[src/rtl/concat_read_ctrl_pkg.sv]
// concat_pkg: shared FSM encoding and burst-select constants
// for the concat-branch read sequencer.
package concat_pkg;

  typedef enum logic [2:0] {
    ST_IDLE  = 3'd0,
    ST_WAIT0 = 3'd1,
    ST_READ0 = 3'd2,
    ST_WAIT1 = 3'd3,
    ST_READ1 = 3'd4,
    ST_DONE  = 3'd5
  } state_t;

  localparam logic SEL_BR0 = 1'b0;
  localparam logic SEL_BR1 = 1'b1;

endpackage

[src/rtl/concat_read_ctrl_if.sv]
// concat_read_ctrl_if: branch FIFO read ports + output stream.
// master = controller side, slave = FIFOs / downstream side.
interface concat_read_ctrl_if #(
  parameter int WIDTH     = 128,
  parameter int ADDR_BITS = 10
) ();

  logic [ADDR_BITS:0] fifo0_m_count;
  logic               fifo0_ready;
  logic               fifo0_rd_en;
  logic [WIDTH-1:0]   fifo0_dout;

  logic [ADDR_BITS:0] fifo1_m_count;
  logic               fifo1_ready;
  logic               fifo1_rd_en;
  logic [WIDTH-1:0]   fifo1_dout;

  logic               out_ready;
  logic               out_valid;
  logic [WIDTH-1:0]   out_data;

  modport master (
    output fifo0_m_count,
    input  fifo0_ready,
    output fifo0_rd_en,
    input  fifo0_dout,
    output fifo1_m_count,
    input  fifo1_ready,
    output fifo1_rd_en,
    input  fifo1_dout,
    input  out_ready,
    output out_valid,
    output out_data
  );

  modport slave (
    input  fifo0_m_count,
    output fifo0_ready,
    input  fifo0_rd_en,
    output fifo0_dout,
    input  fifo1_m_count,
    output fifo1_ready,
    input  fifo1_rd_en,
    output fifo1_dout,
    output out_ready,
    input  out_valid,
    input  out_data
  );

endinterface

[src/rtl/concat_read_ctrl_counter.sv]
// concat_beat_counter: loadable down-counter, last=1 when one left.
// Ports: clk, rst, load, load_val, dec, last.
module concat_beat_counter #(
  parameter int W = 11
) (
  input  logic         clk,
  input  logic         rst,
  input  logic         load,
  input  logic [W-1:0] load_val,
  input  logic         dec,
  output logic         last
);

  localparam logic [W-1:0] ONE = {{(W-1){1'b0}}, 1'b1};

  logic [W-1:0] cnt;

  always_ff @(posedge clk) begin
    if (rst) begin
      cnt <= '0;
    end else if (load) begin
      cnt <= load_val;
    end else if (dec && cnt != '0) begin
      cnt <= cnt - ONE;
    end
  end

  assign last = (cnt == ONE);

endmodule

[src/rtl/concat_read_ctrl.sv]
// concat_read_ctrl: interleaves ch0/ch1 FIFO bursts per pixel
// into one stream. Ports: clk, rst, start, ch0_beats, ch1_beats,
// pixel_total, io (FIFO + output bus), busy, done, and
// stall_cycles when CONCAT_READ_PERF_EN is defined.
module concat_read_ctrl
  import concat_pkg::*;
#(
  parameter int WIDTH     = 128,
  parameter int ADDR_BITS = 10,
  parameter int PIX_BITS  = 20
) (
  input  logic                clk,
  input  logic                rst,
  input  logic                start,
  input  logic [ADDR_BITS:0]  ch0_beats,
  input  logic [ADDR_BITS:0]  ch1_beats,
  input  logic [PIX_BITS-1:0] pixel_total,
  concat_read_ctrl_if.master  io,
  output logic                busy,
  output logic                done
`ifdef CONCAT_READ_PERF_EN
  ,
  output logic [31:0]         stall_cycles
`endif
);

  state_t state;
  state_t state_n;

  logic [ADDR_BITS:0] c0_q;
  logic [ADDR_BITS:0] c1_q;
  logic [ADDR_BITS:0] beat_val;

  logic rd0;
  logic rd1;
  logic latch;
  logic beat_load;
  logic beat_dec;
  logic beat_last;
  logic pix_load;
  logic pix_end;
  logic pix_last;
  logic valid_q;
  logic sel_q;

  concat_beat_counter #(
    .W (ADDR_BITS + 1)
  ) u_beat (
    .clk      (clk),
    .rst      (rst),
    .load     (beat_load),
    .load_val (beat_val),
    .dec      (beat_dec),
    .last     (beat_last)
  );

  concat_beat_counter #(
    .W (PIX_BITS)
  ) u_pix (
    .clk      (clk),
    .rst      (rst),
    .load     (pix_load),
    .load_val (pixel_total),
    .dec      (pix_end),
    .last     (pix_last)
  );

  always_ff @(posedge clk) begin
    if (rst) begin
      state <= ST_IDLE;
    end else begin
      state <= state_n;
    end
  end

  always_ff @(posedge clk) begin
    if (rst) begin
      c0_q <= '0;
      c1_q <= '0;
    end else if (latch) begin
      c0_q <= ch0_beats;
      c1_q <= ch1_beats;
    end
  end

  always_ff @(posedge clk) begin
    if (rst) begin
      valid_q <= 1'b0;
      sel_q   <= SEL_BR0;
    end else begin
      valid_q <= rd0 | rd1;
      sel_q   <= rd1 ? SEL_BR1 : SEL_BR0;
    end
  end

  always_comb begin
    state_n   = state;
    rd0       = 1'b0;
    rd1       = 1'b0;
    latch     = 1'b0;
    beat_load = 1'b0;
    beat_val  = c0_q;
    beat_dec  = 1'b0;
    pix_load  = 1'b0;
    pix_end   = 1'b0;
    done      = 1'b0;
    unique case (state)
      ST_IDLE: begin
        if (start) begin
          latch    = 1'b1;
          pix_load = 1'b1;
          if (pixel_total == '0 ||
              (ch0_beats == '0 && ch1_beats == '0)) begin
            state_n = ST_DONE;
          end else if (ch0_beats == '0) begin
            state_n = ST_WAIT1;
          end else begin
            state_n = ST_WAIT0;
          end
        end
      end
      ST_WAIT0: begin
        if (io.fifo0_ready && io.out_ready) begin
          beat_load = 1'b1;
          beat_val  = c0_q;
          state_n   = ST_READ0;
        end
      end
      ST_READ0: begin
        rd0      = 1'b1;
        beat_dec = 1'b1;
        if (beat_last) begin
          if (c1_q == '0) begin
            pix_end = 1'b1;
          end else begin
            state_n = ST_WAIT1;
          end
        end
      end
      ST_WAIT1: begin
        if (io.fifo1_ready && io.out_ready) begin
          beat_load = 1'b1;
          beat_val  = c1_q;
          state_n   = ST_READ1;
        end
      end
      ST_READ1: begin
        rd1      = 1'b1;
        beat_dec = 1'b1;
        if (beat_last) begin
          pix_end = 1'b1;
        end
      end
      ST_DONE: begin
        done    = 1'b1;
        state_n = ST_IDLE;
      end
      default: begin
        state_n = ST_IDLE;
      end
    endcase
    // last beat of the last burst in a pixel
    if (pix_end) begin
      if (pix_last) begin
        state_n = ST_DONE;
      end else if (c0_q == '0) begin
        state_n = ST_WAIT1;
      end else begin
        state_n = ST_WAIT0;
      end
    end
  end

  assign busy = (state != ST_IDLE);

  // reset drops read strobes and valid in the same cycle
  assign io.fifo0_rd_en   = rd0 & ~rst;
  assign io.fifo1_rd_en   = rd1 & ~rst;
  assign io.out_valid     = valid_q & ~rst;
  assign io.fifo0_m_count = c0_q;
  assign io.fifo1_m_count = c1_q;

  always_comb begin
    io.out_data = '0;
    if (valid_q) begin
      io.out_data = (sel_q == SEL_BR1) ? io.fifo1_dout
                                       : io.fifo0_dout;
    end
  end

`ifdef CONCAT_READ_PERF_EN
  always_ff @(posedge clk) begin
    if (rst) begin
      stall_cycles <= '0;
    end else if (state == ST_IDLE && start) begin
      stall_cycles <= '0;
    end else if ((state == ST_WAIT0 || state == ST_WAIT1) &&
                 stall_cycles != 32'hFFFF_FFFF) begin
      stall_cycles <= stall_cycles + 32'd1;
    end
  end
`endif

endmodule

[src/flat_wrapper.sv]
// flat-port wrapper written by rule: the top's interface ports become plain ports
module concat_read_ctrl_flat import concat_pkg::*;
#(
  parameter int WIDTH     = 128,
  parameter int ADDR_BITS = 10,
  parameter int PIX_BITS  = 20
)
  (clk, rst, start, ch0_beats, ch1_beats, pixel_total, busy, done, io_fifo0_m_count, io_fifo0_ready, io_fifo0_rd_en, io_fifo0_dout, io_fifo1_m_count, io_fifo1_ready, io_fifo1_rd_en, io_fifo1_dout, io_out_ready, io_out_valid, io_out_data);
  concat_read_ctrl_if #(.WIDTH(WIDTH), .ADDR_BITS(ADDR_BITS)) io_i ();
  input  logic clk;
  input  logic rst;
  input  logic start;
  input  logic [ADDR_BITS:0] ch0_beats;
  input  logic [ADDR_BITS:0] ch1_beats;
  input  logic [PIX_BITS-1:0] pixel_total;
  output logic busy;
  output logic done;
  output wire logic [$bits(io_i.fifo0_m_count)-1:0] io_fifo0_m_count;
  input wire logic [$bits(io_i.fifo0_ready)-1:0] io_fifo0_ready;
  output wire logic [$bits(io_i.fifo0_rd_en)-1:0] io_fifo0_rd_en;
  input wire logic [$bits(io_i.fifo0_dout)-1:0] io_fifo0_dout;
  output wire logic [$bits(io_i.fifo1_m_count)-1:0] io_fifo1_m_count;
  input wire logic [$bits(io_i.fifo1_ready)-1:0] io_fifo1_ready;
  output wire logic [$bits(io_i.fifo1_rd_en)-1:0] io_fifo1_rd_en;
  input wire logic [$bits(io_i.fifo1_dout)-1:0] io_fifo1_dout;
  input wire logic [$bits(io_i.out_ready)-1:0] io_out_ready;
  output wire logic [$bits(io_i.out_valid)-1:0] io_out_valid;
  output wire logic [$bits(io_i.out_data)-1:0] io_out_data;
  assign io_fifo0_m_count = io_i.fifo0_m_count;
  assign io_i.fifo0_ready = io_fifo0_ready;
  assign io_fifo0_rd_en = io_i.fifo0_rd_en;
  assign io_i.fifo0_dout = io_fifo0_dout;
  assign io_fifo1_m_count = io_i.fifo1_m_count;
  assign io_i.fifo1_ready = io_fifo1_ready;
  assign io_fifo1_rd_en = io_i.fifo1_rd_en;
  assign io_i.fifo1_dout = io_fifo1_dout;
  assign io_i.out_ready = io_out_ready;
  assign io_out_valid = io_i.out_valid;
  assign io_out_data = io_i.out_data;
  concat_read_ctrl #(.WIDTH(WIDTH), .ADDR_BITS(ADDR_BITS), .PIX_BITS(PIX_BITS)) u_core (.clk(clk), .rst(rst), .start(start), .ch0_beats(ch0_beats), .ch1_beats(ch1_beats), .pixel_total(pixel_total), .io(io_i), .busy(busy), .done(done));
endmodule
[config.mk]
export PLATFORM = sky130hd
export DESIGN_NAME = concat_read_ctrl_flat
export DESIGN_NICKNAME = d
export VERILOG_FILES = /design/src/rtl/concat_read_ctrl_pkg.sv /design/src/rtl/concat_read_ctrl_if.sv /design/src/rtl/concat_read_ctrl_counter.sv /design/src/rtl/concat_read_ctrl.sv /design/src/flat_wrapper.sv
export SDC_FILE = /design/constraint.sdc
export NUM_CORES = 1
export LEC_CHECK = 0
export CORE_AREA = 3 3 177 179
export CTS_CLUSTER_DIAMETER = 50
export CTS_CLUSTER_SIZE = 10
export DETAILED_ROUTE_END_ITERATION = 6
export DIE_AREA = 0 0 180 182
export GPL_TIMING_DRIVEN = 0
export PLACE_DENSITY = 0.48
export SYNTH_ARGS = -nofsm -noshare
export SYNTH_HDL_FRONTEND = slang
export SYNTH_HIERARCHICAL = 1
export SYNTH_SLANG_ARGS = --single-unit
[constraint.sdc]
create_clock -name clk -period 7.2 [get_ports clk]
set_input_delay 1.44 -clock clk [delete_from_list [all_inputs] [get_ports clk]]
set_output_delay 1.44 -clock clk [all_outputs]
set_load 0.02 [all_outputs]
[Word level (Yosys, flattened, before mapping)]
Index checks and enable logic that the tools add are counted.
Storage, ports and cells
  register bits after elaboration: 58
  bits of input ports: 304
  output and inout bits: 155
  logic and storage cells: 79
Operators by class
  $add $sub $neg: 2
  equal/unequal tests: 13
  muxes and demuxes: 33
  bitwise operators: 5
  reductions and logical operators: 19
Operator list (number)
  2-to-1 mux 128 bit: 2
  zero test 11 bit: 4
  2-to-1 mux 11 bit: 4
  2-to-1 mux 20 bit: 2
  2-to-1 mux 3 bit: 8
  == test 20 x 1 -> 1 bit, second input constant: 1
  zero test 20 bit: 1
  nonzero test 20 bit: 1
  subtractor 20 x 1 -> 20 bit, second input constant: 1
  one-hot mux 3 bit (5 select lines): 1
  2-to-1 mux 1 bit: 12
  == test 11 x 1 -> 1 bit, second input constant: 1
  nonzero test 11 bit: 1
  subtractor 11 x 1 -> 11 bit, second input constant: 1
  inequality test 3 x 2 -> 1 bit, second input constant: 3
  == test 3 x 2 -> 1 bit, second input constant: 2
  == test 3 bit, second input constant: 2
  inequality test 3 bit, second input constant: 2
  AND reduction 6 bit: 1
  logical AND 1 bit: 5
  2-to-1 mux 2 bit: 2
  one-hot mux 1 bit (2 select lines): 2
  nonzero test 2 bit: 2
  AND 1 bit: 3
  other kinds (8): 8

[Depth between registers and ports, before layout]
Gate-level depths: netlist of the first run.
  word-level depth: 7
  depth in mapped cells: 11
  gate-level depth less buffers: 10

[By module]
The synthesis of the first run kept the hierarchy.
By module, submodules not included
  concat_read_ctrl: times used 1, cells an instance 466, area each 3643.5 sq um, seq. area each 540.5 sq um
  concat_beat_counter at u_core.u_pix: times used 1, cells an instance 157, area each 1288.7 sq um, seq. area each 400.4 sq um
  concat_beat_counter at u_core.u_beat: times used 1, cells an instance 82, area each 668.1 sq um, seq. area each 220.2 sq um

[Least setup slack after synthesis of the first run]
Ideal clock, no wire load.
  path kind: in2out
  start: in rst
  end: out io_fifo1_rd_en
  arrival: 1958 ps
  required time: 5760 ps
  path slack: 3802 ps
  stages on the path: 2
  buffers on the path: 1
  cell sequence: clkbuf_1 nor2_1
On the way
  longest elaborated chain between the ends: 2
Ends and longest elaborated chain
  from (decl): RTL line flat_wrapper.sv:11  | input logic rst;
  NOT 1 bit: RTL line concat_read_ctrl.sv:178  | assign io.fifo1_rd_en = rd1 & ~rst;
  AND 1 bit: RTL line concat_read_ctrl.sv:178
  to (decl): RTL line flat_wrapper.sv:24  | output wire logic [$bits(io_i.fifo1_rd_en)-1:0] io_fifo1_rd_en;
Every way passes these cells.

[Final worst setup path of the first run]
Ends and elaborated chain as after synthesis.

==> results.yml, run 1 <==
run_status:
  status: "finished clean"
power_and_ir_drop:
  peakVddDrop_uv: 133
  power_uw: 2310
  power_leakage_uw: 0.00371
  power_density_nw_per_um2: 211
place:
  routabilityCongestion: 0.896
  hpwl_mm: 32.1
  io_buffers: 458
  post-place-ws_ns: 2.23
grt:
  grt_overflow_total: 0
  grt.total_usage_pct: 21.6
  grt_first_pass_wirelength_mm: 52.2
  grt_antenna_before_repair: 12
  grt_pass1_vias: 7027
  grt_max_degree: 15
setup_path:
  timing.rr.end: "u_core/u_pix/cnt[19]"
  reg2reg_depth: 10
  worstPathMaxFanout: 10
  startpoint_type: "input port"
  cp_data_arrival_time_ns: 3.45
  crit_buf_inv: 3
  r2r_slack_ns: 4.03
  path_delay_family: "buffers and inverters"
  crit_path_max_incr_delay_ns: 0.66
  path_cells: "clkdlybuf4s50_1 -> clkbuf_1 -> nor2_1 -> clkdlybuf4s50_1"
  r2r_start: "u_core/u_beat/cnt[9]"
  path_class: "in -> out"
  end_kind: "primary output"
  worst_path_most_repeated_cell: "clkdlybuf4s50_1"
  required_ns: 5.76
  slowest_stage: "clkdlybuf4s50_1"
logic_synthesis:
  synthArstFlopShare_pct: 0
  yosysSeqAreaShare_pct: 20.7
  ys_ff_latch: 58
  synth_nets: 1014
  synth.distinct_cells: 63
  postSynthCellCount: 705
  synth_area_um2: 5600
  synth-edff-count: 0
  avgSynthCellArea_um2: 7.94
  yosys_warnings: 6
  synth-main-ff-cell: "dfxtp_1"
timing:
  timing.hold.ws_ns: 0.475
  tns_ns: 0
  hold_viol_final: 0
  clock.fmax_ghz: 0.204
  tightest_slew_ns: 0.724
  slew_viol_final: 0
  fin_crit_sh_pct: 67.9
  fin_ws_ns: 2.31
  period_minus_slack_ns: 4.89
  slew_headroom_pct: 51.1
  rsz0062_at_grt: "no"
  skew_ns: 0.00635
  setup_viol: 0
route:
  wirelength_mm: 37.1
  viasPerCell: 4.43
  post_drt_wl_per_cell_um: 23.6
  dr.pass1.iters: 5
  first_iter_violations: 260
  num_vias: 6955
  drtAntennaViolNets: 0
  drc: 0
job:
  cap_violations: 0
clock_network:
  htree_levels: 3
  clk_latency_ns: 0.32
  cts_resized: 0
  cts_tree: "built"
  root_buffer: "clkbuf_16"
  numCtsBuffers: 9
  clkTransAtPathRegs_ns: 0.05
  post_cts_buffers: 0
  cts_sinks: 58
  holdBufCountCts: 0
  clk_path_buf_depth: 2
hold_path:
  hp-class: "reg -> reg"
  hold_depth: 2
  holdPathEnd: "u_core/u_beat/cnt[10]"
  min_from: "u_core/u_beat/cnt[10]"
floorplanning:
  die-height_um: 182
  core-area_um2: 29700
  start_util_pct: 18.8
  die-width_um: 180
  rows: 63
  io_pins: 459
  dieArea_um2: 32800
final_layout:
  drive_gt1_share_pct: 4.85
  areaGrowthSynthToFinish_pct: 95.2
  nets: 1483
  final.fill_count: 3162
==> final cells by class <==
| cell class | count | area [um2] | area share [%] |
|---|---|---|---|
| Antenna cell | 5 | 12.5 | 0.114 |
| Buffer | 50 | 240 | 2.20 |
| Clock buffer | 11 | 243 | 2.22 |
| Clock inverter | 1 | 5.00 | 0.0458 |
| Inverter | 34 | 133 | 1.21 |
| Multi-Input combinational cell | 563 | 4070 | 37.2 |
| Sequential cell | 58 | 1160 | 10.6 |
| Tap cell | 390 | 488 | 4.46 |
| Timing Repair Buffer | 458 | 4580 | 41.9 |
==> layout by cell type (no fill, tap or decap), drive strengths merged, types with 3 or more instances in the layout <==
cell type / n
o31a: 3
mux2i: 130
diode: 5
nand2: 59
nor2b: 133
or2: 3
mux2: 11
nor2: 19
xnor2: 18
o21a: 19
o31ai: 3
ha: 5
nand4: 8
inv: 33
buf: 23
dfxtp: 58
o211ai: 5
a21oi: 51
a311oi: 3
and3: 4
clkdlybuf4s50: 458
nor4: 22
nor3: 11
a211oi: 6
clkbuf: 38
o21ai: 5
nand3: 8
or4: 6
==> state kept, by name (all words and copies together) (netlist names) <==
register and flops:
u_core/state 3, u_core/sel_q 1, u_core/u_pix/cnt 20, u_core/io.fifo1_m_count 11
u_core/u_beat/cnt 11, u_core/valid_q 1, u_core/io.fifo0_m_count 11
==> worst max-delay path by stage <==
stage                     endpoint  depth (start not counted)  from  slack [ns]
global placement    io_fifo1_rd_en                          4   rst        2.28
finish              io_fifo1_rd_en                          4   rst        2.31
floorplan           io_fifo1_rd_en                          2   rst        3.80
CTS                 io_fifo1_rd_en                          4   rst        2.22
detailed placement  io_fifo1_rd_en                          4   rst        2.23
global route        io_fifo1_rd_en                          4   rst        2.16
==> worst min-delay path: stages (launching register included) <==
cell	delay (ns)
dfxtp_1	0.31
nand3_1	0.06
a21oi_1	0.06
==> where the power goes <==
part           internal [uW]  switching (uW)
combinational            685             738
clock                    233             136
sequential               412             107
==> synthesized netlist by cell type, drive strengths merged, types with 3 or more instances <==
library cell  number  area, um2
nor4              22        159
a211oi             6       50.1
o31a               3       26.3
inv               33        124
o211ai             5       37.5
and3               4       30.0
ha                 5       62.6
nor2b            133        832
o21ai              5       25.0
nand4              8       56.3
a21oi             51        267
or4                6       52.6
nand3              8       40.0
mux2              11        124
a311oi             3       32.5
nand2             59        221
xnor2             18        158
buf               23        139
dfxtp             58       1160
nor3              11       55.1
o31ai              3       22.5
or2                3       18.8
mux2i            130       1300
o21a              19        143
clkbuf            27        101
nor2              19       71.3
==> metrics by stage <==
| stage | cells | util (%) | cell area (um2) |
|---|---|---|---|
| 3_3_place_gp | 1553 | 35.9 | 10700 |
| 2_1_floorplan | 705 | - | 5600 |
| 4_1_cts | 1565 | 36.7 | 10900 |
| 5_1_grt | 1566 | 36.8 | 10900 |
| 6_report | 1570 | 36.8 | 10900 |
| 3_5_place_dp | 1553 | 35.9 | 10700 |
==> layer usage <==
layer	up-vias	wire length, um	track usage, %
met4	12	727	5.35
met2	271	17000	34.4
met5	-	73	0
met3	36	3080	7.27
li1	3412	-	-
met1	3224	16200	28.2
==> cell families after synthesis <==
| kind of cell | share of synthesized area [%] |
|---|---|
| compound gates | 13.5 |
| xor+xnor | 2.97 |
| fa+ha+maj | 1.12 |
| buf+inv | 6.66 |
| flops | 20.7 |
| mux | 25.4 |
| simple gates | 29.6 |
No activity file was read; power rests on OpenSTA's default activity.
==> run 2: changes to the inputs <==
--- a/config.mk
+++ b/config.mk
@@ -5,13 +5,13 @@
 export SDC_FILE = /design/constraint.sdc
 export NUM_CORES = 1
 export LEC_CHECK = 0
-export CORE_AREA = 3 3 177 179
+export CORE_AREA = 3 3 178 180
 export CTS_CLUSTER_DIAMETER = 50
 export CTS_CLUSTER_SIZE = 10
 export DETAILED_ROUTE_END_ITERATION = 6
-export DIE_AREA = 0 0 180 182
+export DIE_AREA = 0 0 181 183
 export GPL_TIMING_DRIVEN = 0
-export PLACE_DENSITY = 0.48
+export PLACE_DENSITY = 0.49
 export SYNTH_ARGS = -nofsm -noshare
 export SYNTH_HDL_FRONTEND = slang
 export SYNTH_HIERARCHICAL = 1
==> constraint.sdc (replaced) <==
create_clock -name clk -period 4.3 [get_ports clk]
set_input_delay 0.86 -clock clk [delete_from_list [all_inputs] [get_ports clk]]
set_output_delay 0.86 -clock clk [all_outputs]
set_load 0.02 [all_outputs]
==> run 2 against run 1 <==
  * Core utilization shrank 0.55 points
  * Register-to-register slack got worse by 2.9 ns
  * Clock power up 100%
  * Wire length decreased by 7.0%
  * Critical path depth is 1 higher
  * Combinational power up 67%
  * Count of clock-buffer cells in the layout rose by 1
  * Cell count increased by 0.64%
  * Critical path type is now reg -> out
==> results.yml, run 2 (same netlist as run 1, synthesis figures left out) <==
grt:
  grt.total_usage_pct: 19.7
  grt_antenna_before_repair: 13
  grt_pass1_vias: 7012
  grt_first_pass_wirelength_mm: 48.9
  grt_overflow_total: 0
  grt_max_degree: 15
setup_path:
  path_class: "reg -> out"
  path_delay_family: "buffers and inverters"
  r2r_start: "u_core/u_beat/cnt[9]"
  r2r_slack_ns: 1.13
  crit_path_max_incr_delay_ns: 0.63
  timing.rr.end: "u_core/u_pix/cnt[19]"
  cp_data_arrival_time_ns: 2.85
  startpoint_type: "register"
  end_kind: "primary output"
  slowest_stage: "clkdlybuf4s50_1"
  path_cells: "clkbuf_1 -> buf_2 -> mux2i_1 -> nor2b_1 -> clkdlybuf4s50_1"
  worstPathMaxFanout: 10
  required_ns: 3.44
  reg2reg_depth: 10
  crit_buf_inv: 3
final_layout:
  final_cells: 1580
  drive_gt1_share_pct: 5.17
  nets: 1483
  largest_reg_flops: 20
  regArea_um2: 1160
  final_cell_mix: "clkdlybuf4s50_1 (458), nor2b_1 (133), mux2i_1 (130)"
  multi_input_area_um2: 4070
  regMostFlops: "u_core/u_pix/cnt"
  areaGrowthSynthToFinish_pct: 96.4
  final.fill_count: 3188
  mostFrequentLayoutCell: "clkdlybuf4s50_1"
floorplanning:
  die-height_um: 183
  rows: 64
  start_util_pct: 18.5
  io_pins: 459
  core-area_um2: 30300
  die-width_um: 181
  dieArea_um2: 33100
hold_path:
  hold_depth: 2
  min_from: "u_core/u_beat/cnt[10]"
  holdPathEnd: "u_core/u_beat/cnt[10]"
  hp-class: "reg -> reg"
timing:
  rsz0062_at_grt: "no"
  clock.fmax_ghz: 0.269
  period_minus_slack_ns: 3.71
  fin_ws_ns: 0.588
  tns_ns: 0
  skew_ns: 0.00634
  slew_headroom_pct: 50.2
  slew_viol_final: 0
  hold_viol_final: 0
  tightest_slew_ns: 0.746
  setup_viol: 0
  fin_crit_sh_pct: 86.3
route:
  drc: 0
  dr.pass1.iters: 4
  wirelength_mm: 34.5
  first_iter_violations: 281
  num_vias: 6915
  viasPerCell: 4.38
  post_drt_wl_per_cell_um: 21.8
  drtAntennaViolNets: 0
clock_network:
  holdBufCountCts: 0
  cts_tree: "built"
  clk_path_buf_depth: 2
  numCtsBuffers: 9
  htree_levels: 3
  clk_latency_ns: 0.33
  cts_sinks: 58
  post_cts_buffers: 0
  cts_resized: 0
  clkTransAtPathRegs_ns: 0.05
  root_buffer: "clkbuf_16"
place:
  io_buffers: 458
  dp_cells: 1559
  hpwl_mm: 29.4
  routabilityCongestion: 0.854
  post-place-ws_ns: 0.745
job:
  cap_violations: 0
power_and_ir_drop:
  peakVddDrop_uv: 266
  power_density_nw_per_um2: 362
  power_leakage_uw: 0.00373
run_status:
  status: "finished clean"
run 2: tightest hold or removal path, stage by stage, from the launching register on:
cell	delay, ns
dfxtp_1	0.31
nand3_1	0.06
a21oi_1	0.05
run 2: layout make-up:
type	count	share of cell area [%]
tap	396	4.50
buffer	50	2.18
clock buffer	12	2.33
timing repair buffer	458	41.7
clock inverter	4	0.455
inverter	34	1.21
multi-input combinational	563	37.0
antenna	5	0.114
sequential	58	10.6
run 2: power by group:
group	switching, uW	total [uW]	internal, uW
Clock	260	739	479
Combinational	1220	2370	1150
Sequential	179	867	688
Total	1660	3980	2320
run 2: per-stage QoR:
| stage | cell area (um2) | utilization, % | hold WS, ns | power [uW] |
|---|---|---|---|---|
| floorplan | 5600 | - | 0.444 | 2200 |
| global placement | 10700 | 35.2 | 0.459 | 3240 |
| detailed placement | 10700 | 35.2 | 0.469 | 3250 |
| CTS | 11000 | 36.2 | 0.476 | 4010 |
| global route | 11000 | 36.2 | 0.515 | 4240 |
| finish | 11000 | 36.2 | 0.472 | 3980 |
run 2: how the worst max path moves through the flow:
stage / from / slack (ns) / endpoint / cells after the start
global route: u_core/sel_q / 0.30 / io_out_data[13] / 5
CTS: u_core/sel_q / 0.38 / io_out_data[13] / 5
global placement: rst / 0.72 / io_fifo1_rd_en / 4
floorplan: u_core/u_beat/cnt[4] / 1.77 / u_core/u_pix/cnt[15] / 10
detailed placement: u_core/sel_q / 0.75 / io_out_data[13] / 5
finish: u_core/sel_q / 0.59 / io_out_data[13] / 5
run 2: layer usage:
layer | GRT usage, % | part of all wire, % | wire (um)
met3 | 5.43 | 6.9 | 2370
met4 | 4.42 | 1.5 | 535
met5 | 0 | 0.30 | 103
met1 | 23.5 | 41 | 14100
met2 | 35.3 | 50 | 17400
